`config.mk`:
```
export PLATFORM = sky130hd
export DESIGN_NAME = fsm_tick_counter
export DESIGN_NICKNAME = d
export VERILOG_FILES = /design/src/rtl/fsm_tick_counter.sv
export SDC_FILE = /design/constraint.sdc
export NUM_CORES = 1
export LEC_CHECK = 0
export BUFFER_PORTS_ARGS = -buffer_cell sky130_fd_sc_hd__buf_2
export CORE_AREA = 2 2 39 41
export DETAILED_ROUTE_END_ITERATION = 12
export DIE_AREA = 0 0 41 43
export HOLD_SLACK_MARGIN = 0.02
export PLACE_DENSITY = 0.67
export SETUP_SLACK_MARGIN = 0.15
export SYNTH_ARGS = -nofsm -noshare
export SYNTH_HDL_FRONTEND = slang
export SYNTH_SLANG_ARGS = --single-unit
```
`constraint.sdc`:
```
create_clock -name clk -period 2.91 [get_ports clk]
set_clock_uncertainty 0.2 [all_clocks]
set_input_delay 0.1455 -clock clk [delete_from_list [all_inputs] [get_ports clk]]
set_output_delay 0.1455 -clock clk [all_outputs]
set_load 0.02 [all_outputs]
```
`src/rtl/fsm_tick_counter.sv`:
```
// Counts active-low ticks from an upstream 2-bit down-counter FSM, modulo TC+1.
// Define FSM_TICK_SEQ_CHECK_EN to build the sticky upstream sequence checker (seq_err).
module fsm_tick_counter #(
  parameter int WIDTH = 8,
  parameter int TC    = 9
) (
  input  logic             clk,
  input  logic             rst,
  input  logic             en,
  input  logic             clr,
  input  logic [1:0]       state_in,
  input  logic             y_in,
  output logic [WIDTH-1:0] count,
  output logic             wrap,
  output logic             seq_err
);

  localparam logic [WIDTH-1:0] TC_V = WIDTH'(TC);

  logic             y_prev_q;
  logic [WIDTH-1:0] count_q, count_d;
  logic             wrap_q, wrap_d;
  logic             tick;

  // Falling edge of y_in; a long low phase yields a single tick.
  assign tick = y_prev_q & ~y_in;

  always_comb begin
    count_d = count_q;
    wrap_d  = 1'b0;
    if (clr) begin
      count_d = '0;
    end else if (tick && en) begin
      if (count_q >= TC_V) begin
        count_d = '0;
        wrap_d  = 1'b1;
      end else begin
        count_d = count_q + WIDTH'(1);
      end
    end
  end

  always_ff @(posedge clk) begin
    if (rst) begin
      y_prev_q <= 1'b1;
      count_q  <= '0;
      wrap_q   <= 1'b0;
    end else begin
      y_prev_q <= y_in;
      count_q  <= count_d;
      wrap_q   <= wrap_d;
    end
  end

  assign count = count_q;
  assign wrap  = wrap_q;

`ifdef FSM_TICK_SEQ_CHECK_EN
  logic [1:0] st_prev_q;
  logic       chk_valid_q;
  logic       seq_err_q;
  logic [1:0] st_dec;
  logic       viol;

  assign st_dec = st_prev_q - 2'd1;
  // Holding the state is legal; only a step other than -1 (mod 4) is flagged.
  assign viol = (chk_valid_q && (state_in != st_prev_q) && (state_in != st_dec))
             || (y_in != (state_in != 2'b00));

  always_ff @(posedge clk) begin
    if (rst) begin
      st_prev_q   <= 2'b11;
      chk_valid_q <= 1'b0;
      seq_err_q   <= 1'b0;
    end else begin
      st_prev_q   <= state_in;
      chk_valid_q <= ~clr;
      seq_err_q   <= clr ? 1'b0 : (seq_err_q | viol);
    end
  end

  assign seq_err = seq_err_q;
`else
  logic unused_state;
  assign unused_state = ^state_in;
  assign seq_err      = 1'b0;
`endif

endmodule
```
* Yosys cells after proc, flatten, opt, wreduce, memory -nomap -nowiden
Index checks and enable logic that the tools add are counted.
** Storage, ports and cells
- Register bits :: 10
- Memories :: 0
- Memory bits (writable) :: 0
- Logic and storage cells :: 13
- Output and inout bits :: 10
- Memory bits (read-only) :: 0
- Bits in latches :: 0
- Input port bits :: 7
** Cells by class
- Divide/modulo/power cells :: 0
- Eq/ne operators :: 0
- $add $sub $neg :: 1
- Order comparisons :: 1
- Shifts and indexed selects :: 0
- Reductions and logical operators :: 3
- Bitwise gates (word level) :: 3
- Mux-type cells :: 2
- Multiply operators :: 0
** Operator list (count)
- $add 8x1->8 const B :: 1
- $ge 8x4->1 const B :: 1
- $mux 8 :: 1
- $reduce_or 3->1 :: 1
- $not 1->1 :: 2
- $reduce_or 2->1 :: 1
- $and 1x1->1 :: 1
- $logic_and 1x1->1 :: 1
- $mux 1 :: 1

* Longest topological paths before layout
Gate-level depths: netlist (run 1).
- Depth in word-level cells :: 5
- Gate-level depth with buffers :: 5
- Depth with buffers taken out :: 5

* Worst setup path before layout (run 1)
No wires, ideal clock.
- Kind :: register -> register
- Start :: register count_q[0] (netlist: count[0])
- End :: register count_q[6] (netlist: count[6])
- Clock period less this slack :: 1815 ps
- Setup slack :: 1095 ps
- Library setup time :: 86 ps
- Cell stages (with the launch flop) :: 5
- Required time :: 2624 ps
- Buffers on the path :: 0
- Arrival :: 1529 ps
- Cell sequence :: dfxtp_1 ha_1 nand2_1 or4_1 a221oi_2
** Between the ends
- Cells in the longest elaborated chain, start to end :: 2
- Elaborated cells on any way between the ends :: 3
- Those cells by class :: 1 x add/sub; 1 x order compare; 1 x mux
** Ends and longest elaborated chain
- start: declaration :: line 21 : logic [WIDTH-1:0] count_q, count_d;
- start signal: assignment :: line 50 : count_q <= count_d;
- $add 8x1->8 / $ge 8x4->1 (equally long branches) :: line 38, 34
- $mux 8 (*) :: line 34 : if (count_q >= TC_V) begin
Every way passes the cells marked *; elsewhere a longest branch is shown, timed or not.
A chain may end at the register's enable or synchronous reset.

* Final worst setup path (run 1)
Ends and elaborated chain as after synthesis.

==> results of run 1 <==
-- stage by stage --
step                instance area [µm²]   util  instances  setup slack, ns
detailed placement                  613  0.443         82             1.12
CTS                                 666  0.481         88             1.10
finish                              666  0.481         88             1.11
global placement                    613  0.443         82             1.15
global route                        666  0.481         88            0.944
floorplan                           553      -         56             1.09
-- cells by family (layout without fill, tap and decap cells) --
| logic type | Yosys count | in the layout | synth area share |
|---|---|---|---|
| simple gates | 19 | 19 | 0.247 |
| flops | 10 | 10 | 0.362 |
| buf+inv | 6 | 22 | 0.0656 |
| mux | 1 | 1 | 0.0181 |
| fa+ha+maj | 3 | 3 | 0.0679 |
| xor+xnor | 2 | 2 | 0.0317 |
| other cells | 1 | 1 | 0.00678 |
| compound gates | 14 | 14 | 0.201 |
-- worst min-delay path, delay by kind of cell --
| kind | cells | cell delay [ns] |
|---|---|---|
| and+or+nand+nor | 1 | 0.12 |
| buffers and inverters | 1 | 0.10 |
| AOI/OAI and AO/OA | 1 | 0.05 |
| xor gates and xnor gates | 1 | 0.15 |
-- flip-flops by register name, indices dropped and copies added (netlist names) --
name	flops
y_prev_q	1
count	8
wrap	1
-- area by class of cell --
cell class,count,area share
inverter,3,0.0169
tap,16,0.0301
sequential,10,0.301
timing repair buffer,16,0.143
multi-input combinational,40,0.476
clock buffer,3,0.0338
-- final timing paths --
| check | start | to | cells past startpoint |
|---|---|---|---|
| min reg2reg | count[7] | count[7] | 2 |
| max reg2reg | count[0] | count[6] | 4 |
| max | count[0] | count[6] | 4 |
| min | y_in | count[2] | 4 |
-- repair_timing --
action                                  CTS  global route
endpoints found under the hold margin     2             0
hold buffers                              3             0
resized for setup                         0             0
endpoints found under the setup margin    0             0
-- cells in the mapped netlist --
cell,instances,area [µm²]
inv_1,3,11.3
nor4_1,1,6.26
clkdlybuf4s18_2,1,10.0
ha_1,3,37.5
and3_1,1,6.26
nor3b_1,1,7.51
a221oi_2,1,15.0
or2_2,2,12.5
nand4b_4,1,23.8
nand4_1,1,6.26
o21ai_2,1,8.76
o21ai_0,3,15.0
nor2_1,1,3.75
a221oi_1,4,35.0
and3b_1,1,8.76
conb_1,1,3.75
xnor2_1,1,8.76
or3_2,3,22.5
nand4b_1,1,8.76
dfxtp_1,10,200
a211oi_1,3,22.5
or4_1,2,15.0
xor2_1,1,8.76
mux2i_1,1,10.0
nand2_1,4,15.0
o31ai_1,2,15.0
buf_4,2,15.0
-- power groups by stage --
stage / logic [mW] / registers [mW] / clock network [mW]
2_1_floorplan: 0.0132 / 0.143 / 0
3_3_place_gp: 0.0167 / 0.143 / 0
3_5_place_dp: 0.0171 / 0.143 / 0
4_1_cts: 0.0203 / 0.140 / 0.0991
5_1_grt: 0.0229 / 0.140 / 0.105
6_report: 0.0203 / 0.140 / 0.0972
-- layer usage --
metal	vias up	part of all wire
met4	0	0.016
li1	244	-
met5	-	0
met3	4	0.055
met2	17	0.48
met1	232	0.45
==> key figures, run 1 <==
Worst hold path
  • Hold WC Path Type: input pin to flip-flop

Pwr
  • Sw Ratio: 0.241
  • Net Switching: about 0.062 mW
  • Combinational cell fraction of total power: 0.079
  • Worst vdd ir: 187 µV
  • Sequential power share: 0.543
  • Cell Pwr Density: 387 nW/µm²
  • Pint: about 0.2 mW
  • Tot Pwr: roughly 0.26 mW
  • Clk network pwr share: 0.378
  • Leak: around 0.27 nW

Global route
  • GRT met1 Usage: 0.216
  • Met2 Use GR: 0.234
  • Initial antenna violation count: 0
  • Gr busiest metal: met2
  • Vias in the first global route: between 400 and 500
  • GR Overflow Total: 0
  • Gr usage total: 0.160
  • Largest net degree at the start of global routing: 12
  • First-pass GRT wire length: a little under 2000 µm
  • Met3 GRT Util: 0.0314

Floorplan
  • Die extent in x: between 40 and 50 µm
  • Die Y-Extent: 43 µm
  • # IOs: 17
  • Row count: 14
  • Die area: around 1800 µm²
  • Initial Util: 0.400
  • CORE AREA: between 1000 and 1500 µm²

STA
  • Period utilisation layout: 0.620
  • Hold slack: ~0.16 ns
  • Fin crit period: around 1.8 ns
  • Number of max-slew violations in the final report: 0
  • Post-route setup TNS: 0 ns
  • Highest Clock Rate: 554 MHz
  • RSZ-0062 raised after global routing: false
  • Final hold vios: 0
  • # setup viols final: 0

Run
  • Max-Cap Viols: 0

Finish
  • Number of fill cells in the layout: 139
  • Share of cells above drive strength 1: 0.333
  • Most frequent cells in the layout: buf_2 (13), dfxtp_1 (10), nand2_1 (4), a221oi_1 (4)
  • Area growth syn-to-layout: 20.4%
  • Sequential cell area: between 200 and 250 µm²
  • Diodes inserted: 0
  • Most common cell after layout, fill and taps aside: buf_2
  • Area of the multi-input gates: 317 µm²
  • Nets: 84

Outcome
  • Status: complete, no violations

Placed design
  • GPL Wtd Cong: 0.684
  • Hpwl dp: 767 µm
  • Port bufs: 13

Worst setup path
  • Worst setup EP type: flip-flop
  • Worst path arrival time: between 1.5 and 2 ns
  • CP Launch Type: flip-flop
  • Top Family by Delay on Critical Path: simple AND/OR/NAND/NOR gates
  • Cell Chain, Critical Path: ha_1 -> nand2_1 -> or4_1 -> a221oi_2
  • Crit Path Category: flip-flop to flip-flop
  • Crit-path slowest cell: or4_1
  • Critical Path Max Stage Delay: roughly 0.50 ns
  • Crit path buffers/inverters: 0
  • Worst Path Required: about 2.9 ns
  • Worst Path Max Fanout: 7
  • Reg2reg setup slack: 1.11 ns

Routing
  • DR vias: 497
  • # DRC: 0
  • Per-cell routed wire length: 13.2 µm
  • DRT Pass-1 Iters: 4
  • Initial DRC Count: 21
  • WL final: between 1000 and 1500 µm
  • Vias per inst: ~5.6
  • DRT antenna net count: 0

Clocking
  • Worst-Skew Late Latency: 0.27 ns
  • Clk slew on worst S/H paths: 0.07 ns
  • Root Driver: clkbuf_4
  • CTS tree: done
  • CTS Buf Count: 3
  • Clk buf depth: 2
  • H-tree depth: 1
  • TritonCTS Sinks: 10
  • Setup Fix Bufs, Post-CTS: 0

Yosys
  • Cell area after synthesis: approximately 550 µm²
  • Flops & latches, synth: 10
  • Synthesis warning total: 0
  • Post-Syn Instances: 56
  • Syn_nets: 66
  • Sequential fraction of the synthesis area: 0.362
  • Unique masters post-synth: 27
  • Avg Cell Area, Syn: roughly 9.9 µm²
Note: power is estimated with default switching activity, not from simulation.
==> run 2, diff against run 1 <==
clock period = 1.76 ns   (was 2.91 ns; I/O delays follow)
==> run 2 against run 1 <==
  * Register-to-register slack got worse by 0.94 ns
  * Worst setup slack got worse by 0.94 ns
  * Sequential share of layout area fell by 5.3 points
  * Total power rose by 90%
  * Clock power rose by 120%
  * Fmax rose by 13%
  * Critical path depth fell by 1
  * Global-route usage fell by 0.84 points
  * Count of clock-buffer cells in the layout rose by 1
==> key figures, run 2 (synthesized netlist as in run 1, its figures left out) <==
Clocking
  • Root Driver: clkbuf_4
  • CTS tree: done
  • TritonCTS Sinks: 10
  • CTS Buf Count: 3
  • Clk buf depth: 2
  • H-tree depth: 1
  • Clk slew on worst S/H paths: ~0.08 ns
  • Worst-Skew Late Latency: between 0.2 and 0.3 ns

Routing
  • Vias per inst: ~5.8
  • DR vias: roughly 560
  • Initial DRC Count: 17
  • DRT antenna net count: 0
  • Per-cell routed wire length: approximately 16 µm
  • DRT Pass-1 Iters: 4
  • # DRC: 0
  • WL final: about 1600 µm

Pwr
  • Tot Pwr: approximately 0.49 mW
  • Worst vdd ir: 417 µV
  • Cell Pwr Density: around 560 nW/µm²
  • Leak: approximately 0.36 nW

Finish
  • Number of fill cells in the layout: roughly 110
  • Most common cell after layout, fill and taps aside: buf_2
  • Most frequent cells in the layout: buf_2 (13), a221oi_2 (5), dfxtp_2 (5), buf_4 (5)
  • Nets: 91
  • Area growth syn-to-layout: 58.8%
  • Diodes inserted: 0
  • Max reg flops: 8
  • Share of cells above drive strength 1: 0.688

Worst setup path
  • Reg2reg path depth: 3
  • Crit Path Category: flip-flop to flip-flop
  • Worst Path Required: 1.75 ns
  • Worst Path Max Fanout: 6
  • CP Launch Type: flip-flop
  • Worst path arrival time: ~1.6 ns
  • Cell Chain, Critical Path: nand4_1 -> or4_1 -> a221oi_2
  • Critical Path Max Stage Delay: 0.46 ns
  • Crit-path slowest cell: or4_1
  • Worst setup EP type: flip-flop

Run
  • Max-Cap Viols: 0

STA
  • # setup viols final: 0
  • Post-route setup TNS: 0 ns
  • Final hold vios: 0
  • Number of max-slew violations in the final report: 0
  • RSZ-0062 raised after global routing: true
  • Fin crit period: ~1.6 ns
  • Highest Clock Rate: 627 MHz
  • Period utilisation layout: 0.906

Global route
  • Initial antenna violation count: 0
  • First-pass GRT wire length: 1820 µm
  • Gr usage total: 0.152
  • Vias in the first global route: 429
  • Largest net degree at the start of global routing: 11
  • GR Overflow Total: 0

Placed design
  • Port bufs: 13
  • GPL Wtd Cong: just over 0.7
  • Hpwl dp: roughly 790 µm

Floorplan
  • CORE AREA: approximately 1400 µm²
  • Row count: 14
  • Die extent in x: approximately 41 µm
  • Die Y-Extent: ~43 µm
  • # IOs: 17
  • Initial Util: 0.400
  • Die area: between 1500 and 2000 µm²

Worst hold path
  • Hold WC Path Type: input pin to flip-flop
  • Hold Path Depth: 4

Outcome
  • Status: complete, no violations
## run 2: cell count changes in the layout (fill, tap and decap cells not counted), sizes merged
cell	delta
buf	+5
clkbuf	+1
nand4b	+1
o21ai	+1
## run 2: stage by stage
step | cells | cell area (µm²) | hold slack (ns) | setup slack, ns | util
2_1_floorplan | 56 | 564 | -0.00819 | 0.152 | -
3_3_place_gp | 83 | 632 | 0.0991 | 0.133 | 0.457
3_5_place_dp | 83 | 632 | 0.106 | 0.112 | 0.457
4_1_cts | 91 | 711 | 0.104 | 0.144 | 0.514
5_1_grt | 96 | 878 | 0.101 | 0.0897 | 0.635
6_report | 96 | 878 | 0.0877 | 0.166 | 0.635
## run 2: cell type report
type | count | area [µm²] | area share
Clock buffer | 4 | 36.3 | 0.0413
Tap cell | 16 | 20.0 | 0.0228
Inverter | 3 | 13.8 | 0.0157
Sequential cell | 10 | 218 | 0.248
Multi-Input combinational cell | 42 | 458 | 0.521
Timing Repair Buffer | 21 | 133 | 0.151
## run 2: what timing repair did
item	in CTS	in global routing
hold buffers	3	1
pin swaps	1	9
gates cloned	1	1
setup endpoints to repair	6	10
endpoints found under the hold margin	5	1
buffers inserted	0	4
resized for setup	2	27
## run 2: critical path: cells and delay by family, from the launching register on
family,cells,cell delay [ns]
AOI/OAI and AO/OA,1,0.26
DFF,1,0.41
and+or+nand+nor,2,0.64
## run 2: path summary, 6_finish.rpt
check	startpoint	endpoint	slack [ns]
worst max register to register	count[4]	count[7]	0.17
worst min register to register	count[3]	count[3]	0.36
worst min-delay path	en	count[3]	0.09
worst max-delay path	count[4]	count[7]	0.17
## run 2: layer usage
metal / track usage / vias up / wire (µm)
met3: 0.0471 / 2 / 86
met4: 0.0600 / 0 / 17
met1: 0.205 / 264 / 644
met2: 0.219 / 20 / 820
met5: 0 / - / 0
li1: - / 271 / -
## run 2: power breakdown
group	total (mW)	leakage, nW	switching [mW]	internal (mW)
Sequential	0.229	0.0851	0.00487	0.224
Clock	0.212	0.0210	0.0867	0.126
Combinational	0.0463	0.255	0.0253	0.0210
Total	0.488	0.361	0.117	0.371
==> run 3, diff against run 2 <==
clock period = 1.9 ns   (was 1.76 ns; I/O delays follow)
==> run 3 against run 2 <==
  * Core utilization fell by 11 points
  * Flip-flop and latch count did not move
  * Sequential power decreased by 7%
  * Fmax is 4.9% lower
  * First-iteration DRC count decreased by 35%
  * Largest cell class unchanged
  * Count of clock-buffer cells in the layout unchanged
  * Register-to-register slack better by 0.06 ns
  * Largest power group unchanged
  * Global-route usage up 2.0 points
  * Die area stayed put
  * Combinational power decreased by 29%
  * Via count fell by 12%
==> key figures, run 3 (synthesized netlist as in run 1, its figures left out) <==
Floorplan
  • CORE AREA: 1380 µm²
  • Die area: around 1800 µm²
  • Die Y-Extent: approximately 43 µm
  • Initial Util: 0.400
  • Die extent in x: 41 µm
  • # IOs: 17
  • Row count: 14

STA
  • # setup viols final: 0
  • Post-route setup TNS: 0 ns
  • Period utilisation layout: 0.882
  • Final hold vios: 0
  • Number of max-slew violations in the final report: 0
  • Highest Clock Rate: ~600 MHz
  • Slew headroom: 0.654
  • Worst-Margin Slew: just over 0.5 ns
  • RSZ-0062 raised after global routing: false
  • Fin crit period: 1.68 ns

Global route
  • Gr usage total: 0.172
  • Largest net degree at the start of global routing: 12
  • Initial antenna violation count: 0
  • GR Overflow Total: 0
  • First-pass GRT wire length: 2000 µm
  • Vias in the first global route: around 450

Clocking
  • H-tree depth: 1
  • Root Driver: clkbuf_4
  • CTS tree: done
  • Worst-Skew Late Latency: between 0.2 and 0.3 ns
  • Clk slew on worst S/H paths: about 0.070 ns
  • Clk buf depth: 2
  • CTS Buf Count: 3
  • TritonCTS Sinks: 10

Routing
  • WL final: between 1000 and 1500 µm
  • DRT Pass-1 Iters: 2
  • DRT antenna net count: 0
  • Per-cell routed wire length: approximately 14 µm
  • Vias per inst: 5.47
  • Initial DRC Count: 11
  • DR vias: 492
  • # DRC: 0

Worst setup path
  • Worst Path Max Fanout: 7
  • Worst Path Required: about 1.9 ns
  • Worst setup EP type: flip-flop
  • Crit Path Category: flip-flop to flip-flop
  • CP Launch Type: flip-flop
  • Worst path arrival time: roughly 1.7 ns

Pwr
  • Leak: between 0.2 and 0.3 nW
  • Tot Pwr: 0.446 mW
  • Worst vdd ir: approximately 360 µV
  • Cell Pwr Density: just over 600 nW/µm²

Placed design
  • Port bufs: 13
  • Hpwl dp: between 800 and 900 µm
  • GPL Wtd Cong: about 0.74
  • Placed Area: 616 µm²
  • DP Cell Count: 82

Finish
  • Max reg flops: 8
  • Area growth syn-to-layout: 30.3%
  • Post-Layout Cell Count: 90
  • Most frequent cells in the layout: buf_2 (13), dfxtp_1 (7), nand2_1 (4)
  • Cell area after layout: 721 µm²
  • Share of cells above drive strength 1: 0.446
  • Most common cell after layout, fill and taps aside: buf_2
  • Number of fill cells in the layout: about 130
  • Diodes inserted: 0
  • Nets: between 80 and 90
  • Final core utilization: 0.521

Outcome
  • Status: complete, no violations

Run
  • Max-Cap Viols: 0

Worst hold path
  • Hold WC Path Type: input pin to flip-flop
==> run 3: cell types whose count changed in the layout (fill, tap and decap cells not counted), sizes merged <==
cell,before,now
buf,18,13
nand4b,3,2
==> run 3: what timing repair did <==
item | in CTS | in global routing
endpoints found under the hold margin | 5 | 0
hold buffers | 3 | 0
resized for setup | 0 | 8
buffers inserted | 0 | 0
setup endpoints to repair | 0 | 5
==> run 3: where the power goes <==
group,switching (mW),internal (mW)
clock network,0.0837,0.117
logic,0.0178,0.0153
registers,0.00311,0.209
total,0.105,0.341
==> run 3: path summary, 6_finish.rpt <==
path	slack, ns	end	cells after the start	from
max reg2reg	0.22	count[6]	4	count[0]
max	0.22	count[6]	4	count[0]
min	0.08	count[2]	4	y_in
min reg2reg	0.34	count[7]	2	count[7]
==> run 3: worst max-delay path, stage by stage (launching register included) <==
cell      delay (ns)
dfxtp_4         0.38
ha_1            0.19
nand2_1         0.11
or4_4           0.50
a221oi_2        0.22
==> run 3: per-stage QoR <==
step / hold WS [ns] / setup slack (ns)
2_1_floorplan: -0.00119 / 0.181
3_3_place_gp: 0.106 / 0.220
4_1_cts: 0.0838 / 0.179
5_1_grt: 0.134 / 0.153
6_report: 0.0789 / 0.224
3_5_place_dp: 0.131 / 0.207
==> run 3: cell type report <==
type / count / area [µm²] / share of cell area
timing repair buffer: 16 / 95.1 / 0.132
clock buffer: 4 / 36.3 / 0.0503
tap: 16 / 20.0 / 0.0278
inverter: 3 / 11.3 / 0.0156
multi-input combinational: 41 / 349 / 0.484
sequential: 10 / 209 / 0.290
==> run 3: metal layers <==
layer	vias up	GRT usage	wire length (µm)
met4	0	0.0800	25
met3	2	0.0471	23
met5	-	0	0
li1	252	-	-
met2	8	0.259	650
met1	230	0.216	552
